==> config.mk <==
export PLATFORM = sky130hd
export DESIGN_NAME = fp_div_seq
export DESIGN_NICKNAME = d
export VERILOG_FILES = /design/src/rtl/fp_pkg.sv /design/src/rtl/fp_div_mant_iter.sv /design/src/rtl/fp_div_seq.sv
export SDC_FILE = /design/constraint.sdc
export NUM_CORES = 1
export LEC_CHECK = 0
export CAP_MARGIN = 10
export CORE_ASPECT_RATIO = 0.6
export CORE_MARGIN = 4
export CORE_UTILIZATION = 50
export DETAILED_ROUTE_END_ITERATION = 7
export PLACE_DENSITY = 0.73
export SETUP_SLACK_MARGIN = 0.5
export SKIP_CTS_REPAIR_TIMING = 1
export SLEW_MARGIN = 20
export SYNTH_ARGS = -nofsm -noshare
export SYNTH_HDL_FRONTEND = slang
export SYNTH_SLANG_ARGS = --single-unit
==> constraint.sdc <==
create_clock -name clk -period 2.7 [get_ports clk]
set_clock_uncertainty 0.2 [all_clocks]
set_input_delay 0.54 -clock clk [delete_from_list [all_inputs] [get_ports clk]]
set_output_delay 0.54 -clock clk [all_outputs]
set_load 0.02 [all_outputs]
==> src/rtl/fp_pkg.sv <==
// Shared types and helpers for the floating-point divider.
// Contents:
//   - default exponent/fraction widths and the bias, word width and all-ones exponent
//     derived from them
//   - the divider state enum
//   - builders for the qNaN/inf/zero constants, sized at run time by (exp_w, man_w) and
//     returned in a MAX_W-bit container that the caller truncates
//   - the operand classifier (zero / inf / NaN)
package fp_pkg;

  localparam int unsigned DEF_EXP_W  = 8;
  localparam int unsigned DEF_MAN_W  = 23;
  localparam int unsigned MAX_W      = 64;
  localparam int unsigned FP_BIAS    = (1 << (DEF_EXP_W - 1)) - 1;
  localparam int unsigned FP_W       = 1 + DEF_EXP_W + DEF_MAN_W;
  localparam int unsigned FP_EXP_MAX = (1 << DEF_EXP_W) - 1;

  typedef enum logic [1:0] {StIdle, StDiv, StNorm, StDone} fp_state_e;

  typedef struct packed {
    logic is_zero;
    logic is_inf;
    logic is_nan;
  } fp_class_t;

  function automatic int unsigned fp_bias(input int unsigned exp_w);
    return (1 << (exp_w - 1)) - 1;
  endfunction

  function automatic int unsigned fp_exp_max(input int unsigned exp_w);
    return (1 << exp_w) - 1;
  endfunction

  function automatic logic [MAX_W-1:0] fp_inf(input logic sign, input int unsigned exp_w,
                                              input int unsigned man_w);
    logic [MAX_W-1:0] w;
    w = MAX_W'(sign);
    w = (w << exp_w) | ((MAX_W'(1) << exp_w) - MAX_W'(1));
    return w << man_w;
  endfunction

  function automatic logic [MAX_W-1:0] fp_zero(input logic sign, input int unsigned exp_w,
                                               input int unsigned man_w);
    return MAX_W'(sign) << (exp_w + man_w);
  endfunction

  // Positive quiet NaN: all-ones exponent, fraction MSB set.
  function automatic logic [MAX_W-1:0] fp_qnan(input int unsigned exp_w,
                                               input int unsigned man_w);
    return fp_inf(1'b0, exp_w, man_w) | (MAX_W'(1) << (man_w - 1));
  endfunction

  // Exponent field 0 is zero; subnormals are flushed by this rule.
  function automatic fp_class_t fp_classify(input logic exp_zero, input logic exp_ones,
                                            input logic frac_nz);
    fp_class_t c;
    c.is_zero = exp_zero;
    c.is_inf  = exp_ones & ~frac_nz;
    c.is_nan  = exp_ones & frac_nz;
    return c;
  endfunction

endpackage

==> src/rtl/fp_div_mant_iter.sv <==
// One radix-2 restoring division step on the mantissa remainder.
// Ports:
//   r_i      remainder before the step (MAN_W+2 bits)
//   mb_i     divisor mantissa {1, fraction} (MAN_W+1 bits)
//   q_bit_o  quotient bit produced by this step
//   r_next_o remainder after the conditional subtract and left shift
module fp_div_mant_iter #(
  parameter int unsigned MAN_W = 23
) (
  input  logic [MAN_W+1:0] r_i,
  input  logic [MAN_W:0]   mb_i,
  output logic             q_bit_o,
  output logic [MAN_W+1:0] r_next_o
);

  logic [MAN_W+1:0] diff;

  always_comb begin
    q_bit_o = (r_i >= {1'b0, mb_i});
    diff    = q_bit_o ? (r_i - {1'b0, mb_i}) : r_i;
    // diff is always below mb, so the shift cannot lose its top bit.
    r_next_o = {diff[MAN_W:0], 1'b0};
  end

endmodule

==> src/rtl/fp_div_seq.sv <==
// Sequential IEEE-754-style divider: one quotient bit per clock.
// Ports:
//   clk, rst_n              clock, asynchronous active-low reset
//   in_valid / in_ready     operand handshake; in_ready high only in idle
//   a, b                    dividend and divisor (W = 1+EXP_W+MAN_W bits)
//   out_valid / out_ready   result handshake; result and flags held until taken
//   result                  quotient
//   div_by_zero             finite nonzero a over zero b
//   invalid                 0/0, inf/inf or any NaN operand
// Build option: define FP_DIV_ROUND_EN for round-to-nearest-even; otherwise truncate.
module fp_div_seq
  import fp_pkg::*;
#(
  parameter int unsigned EXP_W = DEF_EXP_W,
  parameter int unsigned MAN_W = DEF_MAN_W,
  localparam int unsigned W    = 1 + EXP_W + MAN_W
) (
  input  logic         clk,
  input  logic         rst_n,
  input  logic         in_valid,
  output logic         in_ready,
  input  logic [W-1:0] a,
  input  logic [W-1:0] b,
  output logic         out_valid,
  input  logic         out_ready,
  output logic [W-1:0] result,
  output logic         div_by_zero,
  output logic         invalid
);

  localparam int unsigned CntW = $clog2(MAN_W + 3);
  localparam logic [CntW-1:0] CntInit = CntW'(MAN_W + 2);
  localparam logic signed [EXP_W+1:0] Bias    = (EXP_W + 2)'(fp_bias(EXP_W));
  localparam logic signed [EXP_W+1:0] ExpMax  = (EXP_W + 2)'(fp_exp_max(EXP_W));
  localparam logic signed [EXP_W+1:0] ExpOne  = 1;
  localparam logic signed [EXP_W+1:0] ExpZero = '0;

  fp_state_e state_q, state_d;
  logic                    sign_q, sign_d;
  logic signed [EXP_W+1:0] exp_q, exp_d;
  logic [MAN_W:0]          mb_q, mb_d;
  logic [MAN_W+1:0]        rem_q, rem_d;
  logic [MAN_W+2:0]        quo_q, quo_d;
  logic [CntW-1:0]         cnt_q, cnt_d;
  logic [W-1:0]            result_q, result_d;
  logic                    dbz_q, dbz_d, inv_q, inv_d, out_valid_q, out_valid_d;

  logic             sa, sb, sign_in;
  logic [EXP_W-1:0] ea, eb;
  logic [MAN_W-1:0] fa, fb;
  fp_class_t        ca, cb;
  logic             special, spec_dbz, spec_inv;
  logic [W-1:0]     spec_res, norm_res;
  logic             q_bit;
  logic [MAN_W+1:0] rem_next;

  assign {sa, ea, fa} = a;
  assign {sb, eb, fb} = b;
  assign sign_in      = sa ^ sb;
  assign ca           = fp_classify(ea == '0, &ea, |fa);
  assign cb           = fp_classify(eb == '0, &eb, |fb);

  // Special operands bypass the iteration; checks run in priority order.
  always_comb begin
    special  = 1'b1;
    spec_dbz = 1'b0;
    spec_inv = 1'b0;
    spec_res = '0;
    if (ca.is_nan || cb.is_nan) begin
      spec_res = W'(fp_qnan(EXP_W, MAN_W));
      spec_inv = 1'b1;
    end else if ((ca.is_zero && cb.is_zero) || (ca.is_inf && cb.is_inf)) begin
      spec_res = W'(fp_qnan(EXP_W, MAN_W));
      spec_inv = 1'b1;
    end else if (cb.is_zero && !ca.is_inf) begin
      spec_res = W'(fp_inf(sign_in, EXP_W, MAN_W));
      spec_dbz = 1'b1;
    end else if (ca.is_inf) begin
      spec_res = W'(fp_inf(sign_in, EXP_W, MAN_W));
    end else if (cb.is_inf || ca.is_zero) begin
      spec_res = W'(fp_zero(sign_in, EXP_W, MAN_W));
    end else begin
      special = 1'b0;
    end
  end

  fp_div_mant_iter #(
    .MAN_W(MAN_W)
  ) u_iter (
    .r_i     (rem_q),
    .mb_i    (mb_q),
    .q_bit_o (q_bit),
    .r_next_o(rem_next)
  );

  logic [MAN_W-1:0]        frac, frac_r;
  logic signed [EXP_W+1:0] exp_n, exp_r;
`ifdef FP_DIV_ROUND_EN
  logic guard, sticky, carry;
`endif

  // Normalise the MAN_W+3 quotient bits, round, then range-check the exponent.
  always_comb begin
    frac  = quo_q[MAN_W:1];
    exp_n = exp_q - ExpOne;
    if (quo_q[MAN_W+2]) begin
      frac  = quo_q[MAN_W+1:2];
      exp_n = exp_q;
    end
`ifdef FP_DIV_ROUND_EN
    guard  = quo_q[MAN_W+2] ? quo_q[1] : quo_q[0];
    sticky = (|rem_q) | (quo_q[MAN_W+2] & quo_q[0]);
    {carry, frac_r} = {1'b0, frac} + {{MAN_W{1'b0}}, guard & (sticky | frac[0])};
    // A carry-out leaves frac_r at zero and bumps the exponent.
    exp_r = carry ? (exp_n + ExpOne) : exp_n;
`else
    frac_r = frac;
    exp_r  = exp_n;
`endif
    if (exp_r >= ExpMax) begin
      norm_res = W'(fp_inf(sign_q, EXP_W, MAN_W));
    end else if (exp_r <= ExpZero) begin
      norm_res = W'(fp_zero(sign_q, EXP_W, MAN_W));
    end else begin
      norm_res = {sign_q, exp_r[EXP_W-1:0], frac_r};
    end
  end

  always_comb begin
    state_d     = state_q;
    sign_d      = sign_q;
    exp_d       = exp_q;
    mb_d        = mb_q;
    rem_d       = rem_q;
    quo_d       = quo_q;
    cnt_d       = cnt_q;
    result_d    = result_q;
    dbz_d       = dbz_q;
    inv_d       = inv_q;
    out_valid_d = 1'b0;
    unique case (state_q)
      StIdle: begin
        if (in_valid) begin
          sign_d = sign_in;
          if (special) begin
            result_d = spec_res;
            dbz_d    = spec_dbz;
            inv_d    = spec_inv;
            state_d  = StDone;
          end else begin
            exp_d   = $signed({2'b00, ea}) - $signed({2'b00, eb}) + Bias;
            mb_d    = {1'b1, fb};
            rem_d   = {2'b01, fa};
            quo_d   = '0;
            cnt_d   = CntInit;
            state_d = StDiv;
          end
        end
      end
      StDiv: begin
        rem_d = rem_next;
        quo_d = {quo_q[MAN_W+1:0], q_bit};
        cnt_d = cnt_q - 1'b1;
        if (cnt_q == '0) state_d = StNorm;
      end
      StNorm: begin
        result_d = norm_res;
        state_d  = StDone;
      end
      StDone: begin
        // out_valid rises one cycle after DONE is entered so it comes straight from a flop.
        if (out_valid_q && out_ready) begin
          dbz_d   = 1'b0;
          inv_d   = 1'b0;
          state_d = StIdle;
        end else begin
          out_valid_d = 1'b1;
        end
      end
      default: state_d = StIdle;
    endcase
  end

  always_ff @(posedge clk or negedge rst_n) begin
    if (!rst_n) begin
      state_q     <= StIdle;
      sign_q      <= 1'b0;
      exp_q       <= '0;
      mb_q        <= '0;
      rem_q       <= '0;
      quo_q       <= '0;
      cnt_q       <= '0;
      result_q    <= '0;
      dbz_q       <= 1'b0;
      inv_q       <= 1'b0;
      out_valid_q <= 1'b0;
    end else begin
      state_q     <= state_d;
      sign_q      <= sign_d;
      exp_q       <= exp_d;
      mb_q        <= mb_d;
      rem_q       <= rem_d;
      quo_q       <= quo_d;
      cnt_q       <= cnt_d;
      result_q    <= result_d;
      dbz_q       <= dbz_d;
      inv_q       <= inv_d;
      out_valid_q <= out_valid_d;
    end
  end

  assign in_ready    = (state_q == StIdle);
  assign out_valid   = out_valid_q;
  assign result      = result_q;
  assign div_by_zero = dbz_q;
  assign invalid     = inv_q;

endmodule

======== Yosys cells after proc, flatten, opt, wreduce, memory -nomap -nowiden ========
Index checks and enable logic that the tools add are counted.
cells by class
  magnitude comparators ................... 3
  reductions and logical operators ........ 25
  multiplexer cells ....................... 46
  div/mod/pow operators ................... 0
  equality and inequality tests ........... 8
  shifts and indexed selects .............. 0
  add/subtract/negate cells ............... 5
  multipliers ............................. 0
  bitwise operators ....................... 8
operators by type and width
  kind                                                              count
  2-to-1 mux 32 bit                                                 7
  case mux 32 bit (2 select lines)                                  1
  2-to-1 mux 31 bit                                                 2
  2-to-1 mux 26 bit                                                 2
  case mux 26 bit (2 select lines)                                  1
  2-to-1 mux 25 bit                                                 2
  case mux 25 bit (2 select lines)                                  1
  OR reduction 23 bit                                               2
  >= comparator 25 x 24 -> 1 bit                                    1
  2-to-1 mux 24 bit                                                 1
  subtractor 24 bit                                                 1
  2-to-1 mux 23 bit                                                 1
  2-to-1 mux 1 bit                                                  17
  logical NOT 8 bit                                                 2
  AND reduction 8 bit                                               2
  AND reduction 3 bit                                               4
  adder 9 x 8 -> 10 bit (second input constant)                     1
  >= comparator 10 x 9 -> 1 bit (second input constant)             1
  less-or-equal comparator 10 x 1 -> 1 bit (second input constant)  1
  2-to-1 mux 10 bit                                                 1
  2-to-1 mux 5 bit                                                  2
  case mux 5 bit (2 select lines)                                   1
  subtractor 10 x 2 -> 10 bit (second input constant)               1
  subtractor 8 x 8 -> 9 bit                                         1
  other kinds (19)                                                  39
storage, ports and cells
  memories ................................ 0
  ROM bits ................................ 0
  output and inout bits ................... 36
  latch bits .............................. 0
  memory bits (writable) .................. 0
  bits of input ports ..................... 68
  bits in registers ....................... 128

======== Depth between registers and ports, before layout ========
  word-level depth ........................ 12
  depth in mapped cells ................... 13

======== Cells and area by module ========
Synthesis repeated with hierarchy kept, for this count alone.
second synthesis, totals
  cell total of the unflattened synthesis .. 983
  area, all modules ....................... 8321.7 µm²
modules (own cells, without submodules)
  module            times used  cells each  area each (µm²)  sequential area each (µm²)
  fp_div_seq        1           704         6581.3           3203.1
  fp_div_mant_iter  1           279         1740.4           0.0

======== Least setup slack after synthesis ========
Ideal clock, no wire load.
  kind .................................... input to register
  from .................................... input a[23]
  to ...................................... register exp_q[8]
  slack ................................... -0.217 ns
  library setup time ...................... 0.082 ns
  data required time ...................... 2.418 ns
  arrival ................................. 2.635 ns
  path buffers ............................ 0
  cell stages on the path ................. 12
  path through ............................ inv_1 -> ha_1 -> inv_1 -> fa_1 -> a21o_1 -> a21oi_1 -> o21bai_1 -> a21oi_1 -> xnor2_1 -> a211oi_1 -> or4_1 -> a31oi_1
between the ends
  cells in the longest elaborated chain, start to end .. 9
  elaborated cells between the ends (all ways) .. 20
ends and longest elaborated chain
  item                                                           RTL line           source
  start: declaration                                             fp_div_seq.sv:22   input logic [W-1:0] a,
  branches (longest 9 deep; another with adder 9 x 8 -> 10 bit)  -
  end signal: assignment                                         fp_div_seq.sv:200  exp_q <= exp_d;
  end: declaration                                               fp_div_seq.sv:40   logic signed [EXP_W+1:0] exp_q, exp_d;
Several ways; the timed one is not identified.
A chain may end at the register's enable or synchronous reset.

======== Worst setup path in the final report ========
  from .................................... register rem_q[10]
  to ...................................... register rem_q[3]
between the ends
  cells in the longest elaborated chain, start to end .. 3
ends and longest elaborated chain
  item                              RTL line                source
  start: declaration                fp_div_seq.sv:42        logic [MAN_W+1:0] rem_q, rem_d;
  start signal: assignment          fp_div_seq.sv:202       rem_q <= rem_d;
  >= comparator 25 x 24 -> 1 bit    fp_div_mant_iter.sv:19  q_bit_o = (r_i >= {1'b0, mb_i});
  2-to-1 mux 24 bit                 fp_div_mant_iter.sv:20  diff = q_bit_o ? (r_i - {1'b0, mb_i}) : r_i;
  case mux 25 bit (2 select lines)  fp_div_seq.sv:141       unique case (state_q)
Every way passes these cells.

==> impl_metrics.env <==
export IMPL_nets=1320
export IMPL_crit_arrival_ns=3.05
export IMPL_clockBufferDepth=2
export IMPL_p_leak_nw=5.68
export IMPL_area_growth_synth_to_final_pct=57.8
export IMPL_dp_slack_ns=-0.753
export IMPL_path_cells="ha_4, nand4_1, buf_6, a311oi_4, nor3b_2, o32a_4, and2_4, buf_12, a211oi_2, o21ai_1"
export IMPL_slowest_stage="o32a_4"
export IMPL_grtUsageTotal=0.296
export IMPL_p_per_area_nw_per_um2=1330
export IMPL_wl_microns=30000
export IMPL_crit_fanout=6
export IMPL_cts_max_level=4
export IMPL_synth_distinct_cells=66
export IMPL_status="finished with violations"
export IMPL_cts_tree="built"
export IMPL_vias=8442
export IMPL_fin_util=0.809
export IMPL_postLayoutCellArea_sq_um=12500
export IMPL_hpwl_microns=19200
export IMPL_cts_inserted_buffers=17
export IMPL_gp_congestion=0.954
export IMPL_placed_area_sq_um=10900
export IMPL_setup_worst_path_end_class="register"
export IMPL_slowest_delay_ns=0.45
export IMPL_post_route_period_util=1.10
export IMPL_grt_pass1_vias=7760
export IMPL_fin_hold_ws_ns=-0.0174
export IMPL_clkTransAtPathRegs_ns=0.08
export IMPL_die_h_microns=105
export IMPL_switching_share=0.459
export IMPL_max_freq_mhz=338
export IMPL_netlist_area_sq_um=7910
export IMPL_p_int_w=0.00898
export IMPL_timing_slew_headroom=0.503
export IMPL_postSynthAreaPerCell_sq_um=8.58
export IMPL_slew_viol_final=0
export IMPL_min_path_type="in -> async"
export IMPL_ys_seq_area_frac=0.405
export IMPL_die_area_sq_um=18000
export IMPL_nFillCells=917
export IMPL_grt_pass1_wl_microns=41900
export IMPL_cts_root_buf="clkbuf_16"
export IMPL_start_util=0.513
export IMPL_clock_sinks=128
export IMPL_layout_drive_gt1_share=0.343
export IMPL_seqPwrFrac=0.180
export IMPL_rsz0062_at_grt="true"
export IMPL_io_pins=104
export IMPL_max_cap_violations=0
export IMPL_first_iter_violations=844
export IMPL_violations="hold timing, setup timing"
export IMPL_clk_latency_ns=0.43
export IMPL_async_flop_share=1.00
export IMPL_synth_nets=1031
export IMPL_critPathLaunch="rem_q[10]"
export IMPL_worstSetupPathType="reg -> reg"
export IMPL_coreArea_sq_um=15400
export IMPL_ys_warn_count=0
export IMPL_num_antenna_cells=0
export IMPL_power_switching_w=0.00763
export IMPL_fin_tns_setup_ns=-6.67
export IMPL_pwr_share_comb=0.674
export IMPL_vdd_drop_max_mv=0.663
export IMPL_synth_edf_count=0
export IMPL_clock_power_share=0.147
export IMPL_crit_path_start_kind="register"
export IMPL_portBuffers=103
export IMPL_wl_per_cell_microns=21.0
export IMPL_synth_ff_type="dfrtp_1"
export IMPL_antenna_found_initial=0
export IMPL_finalHoldViolCount=29
export IMPL_overflow=0
export IMPL_dr_pass1_iters=5
export IMPL_ys_ff_latch=128
export IMPL_drtAntennaViolNets=0
export IMPL_period_needed_ns=2.96
export IMPL_setup_violations=53
export IMPL_synthCells=921
export IMPL_die_w_microns=170
export IMPL_r2r_start="rem_q[10]"
export IMPL_cp_data_required_time_ns=2.79
export IMPL_drc=0
export IMPL_worst_slack_ns=-0.259
export IMPL_grt_max_degree=129
export IMPL_tightest_slew_ns=0.745
export IMPL_rows=35
export IMPL_via_per_inst=5.92
-- cell usage in the layout (no fill, tap or decap), types with 8 or more instances in the layout --
cell / n
nor4_2: 8
nand2_1: 148
a211oi_2: 17
ha_1: 21
clkbuf_16: 17
a21o_1: 13
nand4_1: 8
inv_1: 40
o211ai_1: 9
nor2_1: 32
a21oi_1: 29
o21ai_1: 38
o21ai_2: 10
buf_12: 9
mux2i_1: 27
buf_4: 184
clkdlybuf4s50_1: 67
nand3_1: 39
nor4_4: 8
ha_4: 16
o21ai_0: 58
buf_6: 21
o21a_1: 12
dlymetal6s2s_1: 25
a21oi_2: 11
xnor2_1: 13
xor2_1: 13
inv_2: 9
dfrtp_1: 128
-- state kept, by name, summed over array words and instances (netlist names) --
signal	count
div_by_zero	1
exp_q	10
state_q	2
rem_q	25
sign_q	1
result	32
cnt_q	5
mb_q	24
invalid	1
out_valid	1
quo_q	26
-- worst paths after layout --
kind	slack [ns]	endpoint	depth (start not counted)
worst max-delay path	-0.26	rem_q[3]	10
worst min-delay path	-0.02	mb_q[5]	2
worst max register to register	-0.26	rem_q[3]	10
worst min register to register	0.28	result[20]	2
max in group asynchronous	1.72	rem_q[7]	2
min in group clk	0.18	mb_q[10]	3
-- power groups by stage --
stage	clock network [W]	logic (W)	registers (W)
detailed placement	0	0.00932	0.00294
global route	0.00252	0.0119	0.00303
CTS	0.00244	0.00944	0.00291
global placement	0	0.00916	0.00292
finish	0.00243	0.0112	0.00298
floorplan	0	0.00581	0.00297
-- routing by layer --
layer  routed length (microns)  vias up  share of wire  global-route usage
met3                      3030       47           0.10              0.0772
li1                          -     3867              -                   -
met1                     13600     4152           0.45               0.470
met4                       455        0          0.015              0.0593
met5                         0        -              0                   0
met2                     12900      376           0.43               0.401
-- cell usage after synthesis (3+ instances only) --
master,number,area share
nor2_1,37,0.018
a21o_1,14,0.013
inv_1,53,0.025
a31oi_1,7,0.0055
nand2b_1,8,0.0063
dfrtp_1,128,0.41
nor4_1,19,0.015
nor2b_1,5,0.0040
buf_1,7,0.0033
xor2_1,14,0.016
o21ai_1,11,0.0070
nand4_1,8,0.0063
a21boi_0,5,0.0047
buf_2,5,0.0032
o211ai_1,9,0.0085
o21bai_1,5,0.0047
a211oi_1,20,0.019
o31ai_1,6,0.0057
a22o_1,4,0.0044
o21ai_0,96,0.061
o211a_1,3,0.0038
ha_1,40,0.063
and3_1,9,0.0071
nor3_1,17,0.011
o21a_1,12,0.011
clkbuf_1,30,0.014
or3_1,11,0.0087
nand3_1,44,0.028
a21oi_1,43,0.027
and2_1,3,0.0024
xnor2_1,20,0.022
nand3b_1,3,0.0028
o22ai_1,5,0.0040
mux2i_1,27,0.034
nand2_1,154,0.073
-- kinds of logic after synthesis --
logic type,after synthesis,share of synthesized area
and+or+nand+nor,335,0.202
AOI/OAI and AO/OA,256,0.203
DFF,128,0.405
buffers and inverters,99,0.0502
adders and majority gates,42,0.0684
xor gates and xnor gates,34,0.0377
muxes,27,0.0342
-- critical path: cells and delay by family (launching register included) --
family                   cells  cell delay, ns
AO/OA/AOI/OAI                4            1.13
adder cells (fa/ha/maj)      1            0.29
buffers and inverters        2            0.30
flip-flops                   1            0.43
AND/OR/NAND/NOR              3            0.44
-- area by class of cell --
| type | instances | area [sq um] | area share |
|---|---|---|---|
| clock buffer | 17 | 425 | 0.0341 |
| tap | 203 | 254 | 0.0204 |
| inverter | 54 | 223 | 0.0179 |
| timing repair buffer | 312 | 2820 | 0.226 |
| sequential | 128 | 3200 | 0.257 |
| multi-input combinational | 697 | 5360 | 0.429 |
| clock inverter | 15 | 190 | 0.0152 |
-- metrics by stage --
stage,cells,power (W)
detailed placement,1358,0.0123
floorplan,921,0.00878
global route,1426,0.0175
finish,1426,0.0166
global placement,1358,0.0121
CTS,1390,0.0148
No activity file was read; power rests on OpenSTA's default activity.
==> RTL edit 1 (same flow settings) <==
Take the reset off `result_q` and load it in a clocked block of its own.
--- a/src/rtl/fp_div_seq.sv
+++ b/src/rtl/fp_div_seq.sv
@@ -190,7 +190,6 @@
       rem_q       <= '0;
       quo_q       <= '0;
       cnt_q       <= '0;
-      result_q    <= '0;
       dbz_q       <= 1'b0;
       inv_q       <= 1'b0;
       out_valid_q <= 1'b0;
@@ -202,11 +201,14 @@
       rem_q       <= rem_d;
       quo_q       <= quo_d;
       cnt_q       <= cnt_d;
-      result_q    <= result_d;
       dbz_q       <= dbz_d;
       inv_q       <= inv_d;
       out_valid_q <= out_valid_d;
     end
+  end
+
+  always_ff @(posedge clk) begin
+    result_q <= result_d;
   end
 
   assign in_ready    = (state_q == StIdle);
Function: changed (a bounded check fails within 4 cycles, from zero or initial values and one cycle with rst_n low).
==> RTL edit 1 against the original RTL <==
- the run ends with setup timing left
- total power down 6.1%
- core utilization down 4.0 points
- non-clock buffer count down 6
- sequential cell count unchanged
- synthesized area up 4.4%
- sequential power up 5%
- routed wire length down 14%
- hold slack better by 0.21 ns
- final area about the same
- worst setup slack better by 0.14 ns
- sequential share of layout area up 1.3 points
- clock power down 5%
- via count down 2.8%
- critical path type unchanged
- largest power group unchanged
==> RTL edit 1: results (changes against the original RTL) <==
status - complete, but fails checks
violated checks - setup timing
share of cells above drive strength 1 - 30.9% (-3.4 points)
metal3 WL - 1.91 mm (-37%)
Syn Nets - 1050 (+1.8%)
adder-cell share of the synthesized area - 6.55% (-0.29 points)
Compound-Gate Fraction of Synth Area - 16.1% (-4.2 points)
HPWL Detailed - 17.7 mm (-8.1%)
Yosys cell types - 70 (+6.1%)
setup ws final - -0.121 ns (+0.139 ns)
GRT Resource Usage Total - 25.2% (-4.4 points)
Critical Path Fanout Max - 9 (+3)
register area share after synthesis - 40.8% (+0.25 points)
Logic pwr share - 65.1% (-2.3 points)
largest net degree at the start of global routing - 48 (-63%)
Final Setup Violations - 36 (-32%)
EDFF count, synth - 32 (+32)
vias in the first global route - 7333 (-5.5%)
Initial DRC Count - 712 (-16%)
dpl cell area - 10900 sq um (+0.24%)
Largest stage delay, worst path - 0.49 ns (+0.04 ns)
routing usage on met3 - 5.19% (-2.5 points)
met2 WL post-DR - 11.4 mm (-11%)
drt via density - 5.68 (-4.1%)
final WL - 25.9 mm (-14%)
[RTL edit 1: how the worst max path moves through the flow]
stage / from / endpoint / slack (ns) / cells past startpoint
3_5_place_dp: a[25] / exp_q[8] / -0.51 / 10
2_1_floorplan: mb_q[1] / rem_q[20] / 0.09 / 10
4_1_cts: mb_q[1] / rem_q[19] / -0.32 / 11
6_report: mb_q[1] / rem_q[20] / -0.12 / 10
5_1_grt: mb_q[1] / rem_q[19] / -0.21 / 11
3_3_place_gp: a[23] / exp_q[9] / -0.45 / 14
[RTL edit 1: layout make-up]
class,instances,area [sq um]
repair buffers,306,2860
multi-input cells,714,5180
flip-flops and latches,128,3360
well taps,209,262
inverters,56,225
clock buffers,17,425
clock inverters,15,163
fillers,1067,3740
[RTL edit 1: per-stage QoR]
stage / hold slack (ns) / cells
6_report: 0.196 / 1445
5_1_grt: 0.224 / 1445
4_1_cts: -0.0767 / 1409
3_5_place_dp: 0.247 / 1377
3_3_place_gp: 0.240 / 1377
2_1_floorplan: 0.0444 / 940
==> RTL edit 2 (config.mk and constraints unchanged) <==
Without the edit above. Set the package constant `DEF_MAN_W` to 46 (it was 23).
--- a/src/rtl/fp_pkg.sv
+++ b/src/rtl/fp_pkg.sv
@@ -9,7 +9,7 @@
 package fp_pkg;
 
   localparam int unsigned DEF_EXP_W  = 8;
-  localparam int unsigned DEF_MAN_W  = 23;
+  localparam int unsigned DEF_MAN_W  = 46;
   localparam int unsigned MAX_W      = 64;
   localparam int unsigned FP_BIAS    = (1 << (DEF_EXP_W - 1)) - 1;
   localparam int unsigned FP_W       = 1 + DEF_EXP_W + DEF_MAN_W;
Ports: changed (resized a, b and result); port bits go from 104 to 173. No check against the original RTL was run, so the function may have changed too.
==> RTL edit 2 against the original RTL <==
- the run ends with setup timing left
- combinational power grew 110%
- worst setup slack lost 0.27 ns
- final area grew 83%
- sequential cell count grew 93
- largest power group unchanged
- non-clock buffer count grew 358
- via count grew 86%
- first-iteration DRC count grew 120%
- synthesized area grew 73%
- routed wire length grew 100%
- total power grew 97%
==> RTL edit 2: results (changes against the original RTL) <==
status - complete, but fails checks
violated checks - setup timing
synthesized instance count - 1522 (+65%)
Yosys cell types - 72 (+9.1%)
RePlAce Congestion - 0.963 (+0.95%)
multi-input gate share of the layout cell area - 39.7% (-3.2 points)
clock buffer count - 30 (+13)
fill count - 1378 (+50%)
Multi-input comb cells - 1131 (+62%)
Largest register FFs - 55 (+72%)
post-synthesis xor/xnor area fraction - 3.70% (-0.063 points)
setup ws final - -0.528 ns (-0.268 ns)
seq_cells - 221 (+73%)
I/O Buffers - 172 (+67%)
clk slew on worst S/H paths - 0.06 ns (-0.02 ns)
Leakage - 11.3 nW (+100%)
VDD IR max - 0.000820 V (+24%)
Final Setup Violations - 97 (+83%)
Initial DRC Count - 1868 (+120%)
ClkCell Share - 3.62% (-1.3 points)
Placed Instances - 2391 (+76%)
Avg WL per Cell - 23.9 um (+13%)
Setup WS pre-CTS - -0.722 ns (+0.0312 ns)
adder-cell share of the synthesized area - 6.04% (-0.80 points)
slowest CP cell - dfrtp_1
multiplexer share of the synthesized area - 4.01% (+0.60 points)
inverters - 86 (+59%)
largest net degree at the start of global routing - 91 (-29%)
HPWL Detailed - 36.5 mm (+90%)
M1 WL - 24.1 mm (+77%)
final core occ - 85.6% (+4.6 points)
TritonCTS buffer count - 23 (+6)
Crit path arrival time - 3.43 ns (+0.38 ns)
share of cells above drive strength 1 - 37.5% (+3.1 points)
met2 WL post-DR - 26.3 mm (+100%)
number of H-tree branching levels - 1 (-3)
GRT met1 Usage - 45.0% (-2.0 points)
RTL edit 2: cell count changes in the layout (fill, tap and decap cells not counted), moves of 40 or more:
cell	delta
a22o_1	+47
a21oi_1	+40
dfrtp_1	+91
nor2_1	+65
buf_4	+227
dlymetal6s2s_1	+89
RTL edit 2: final timing paths:
kind,cells after the start,slack (ns),endpoint,start
worst max-delay path,13,-0.53,rem_q[25],mb_q[0]
worst min-delay path,3,0.08,mb_q[38],b[38]
worst max register to register,13,-0.53,rem_q[25],mb_q[0]
worst min register to register,2,0.27,mb_q[46],mb_q[46]
max in group asynchronous,3,1.32,quo_q[15],rst_n
min in group asynchronous,2,0.22,mb_q[18],rst_n
RTL edit 2: power groups by stage:
stage          Clock, W  Sequential, W  Combinational, W
3_5_place_dp          0        0.00508            0.0192
4_1_cts         0.00356        0.00504            0.0194
5_1_grt         0.00376        0.00524            0.0253
2_1_floorplan         0        0.00509            0.0111
3_3_place_gp          0        0.00504            0.0188
6_report        0.00362        0.00516            0.0240
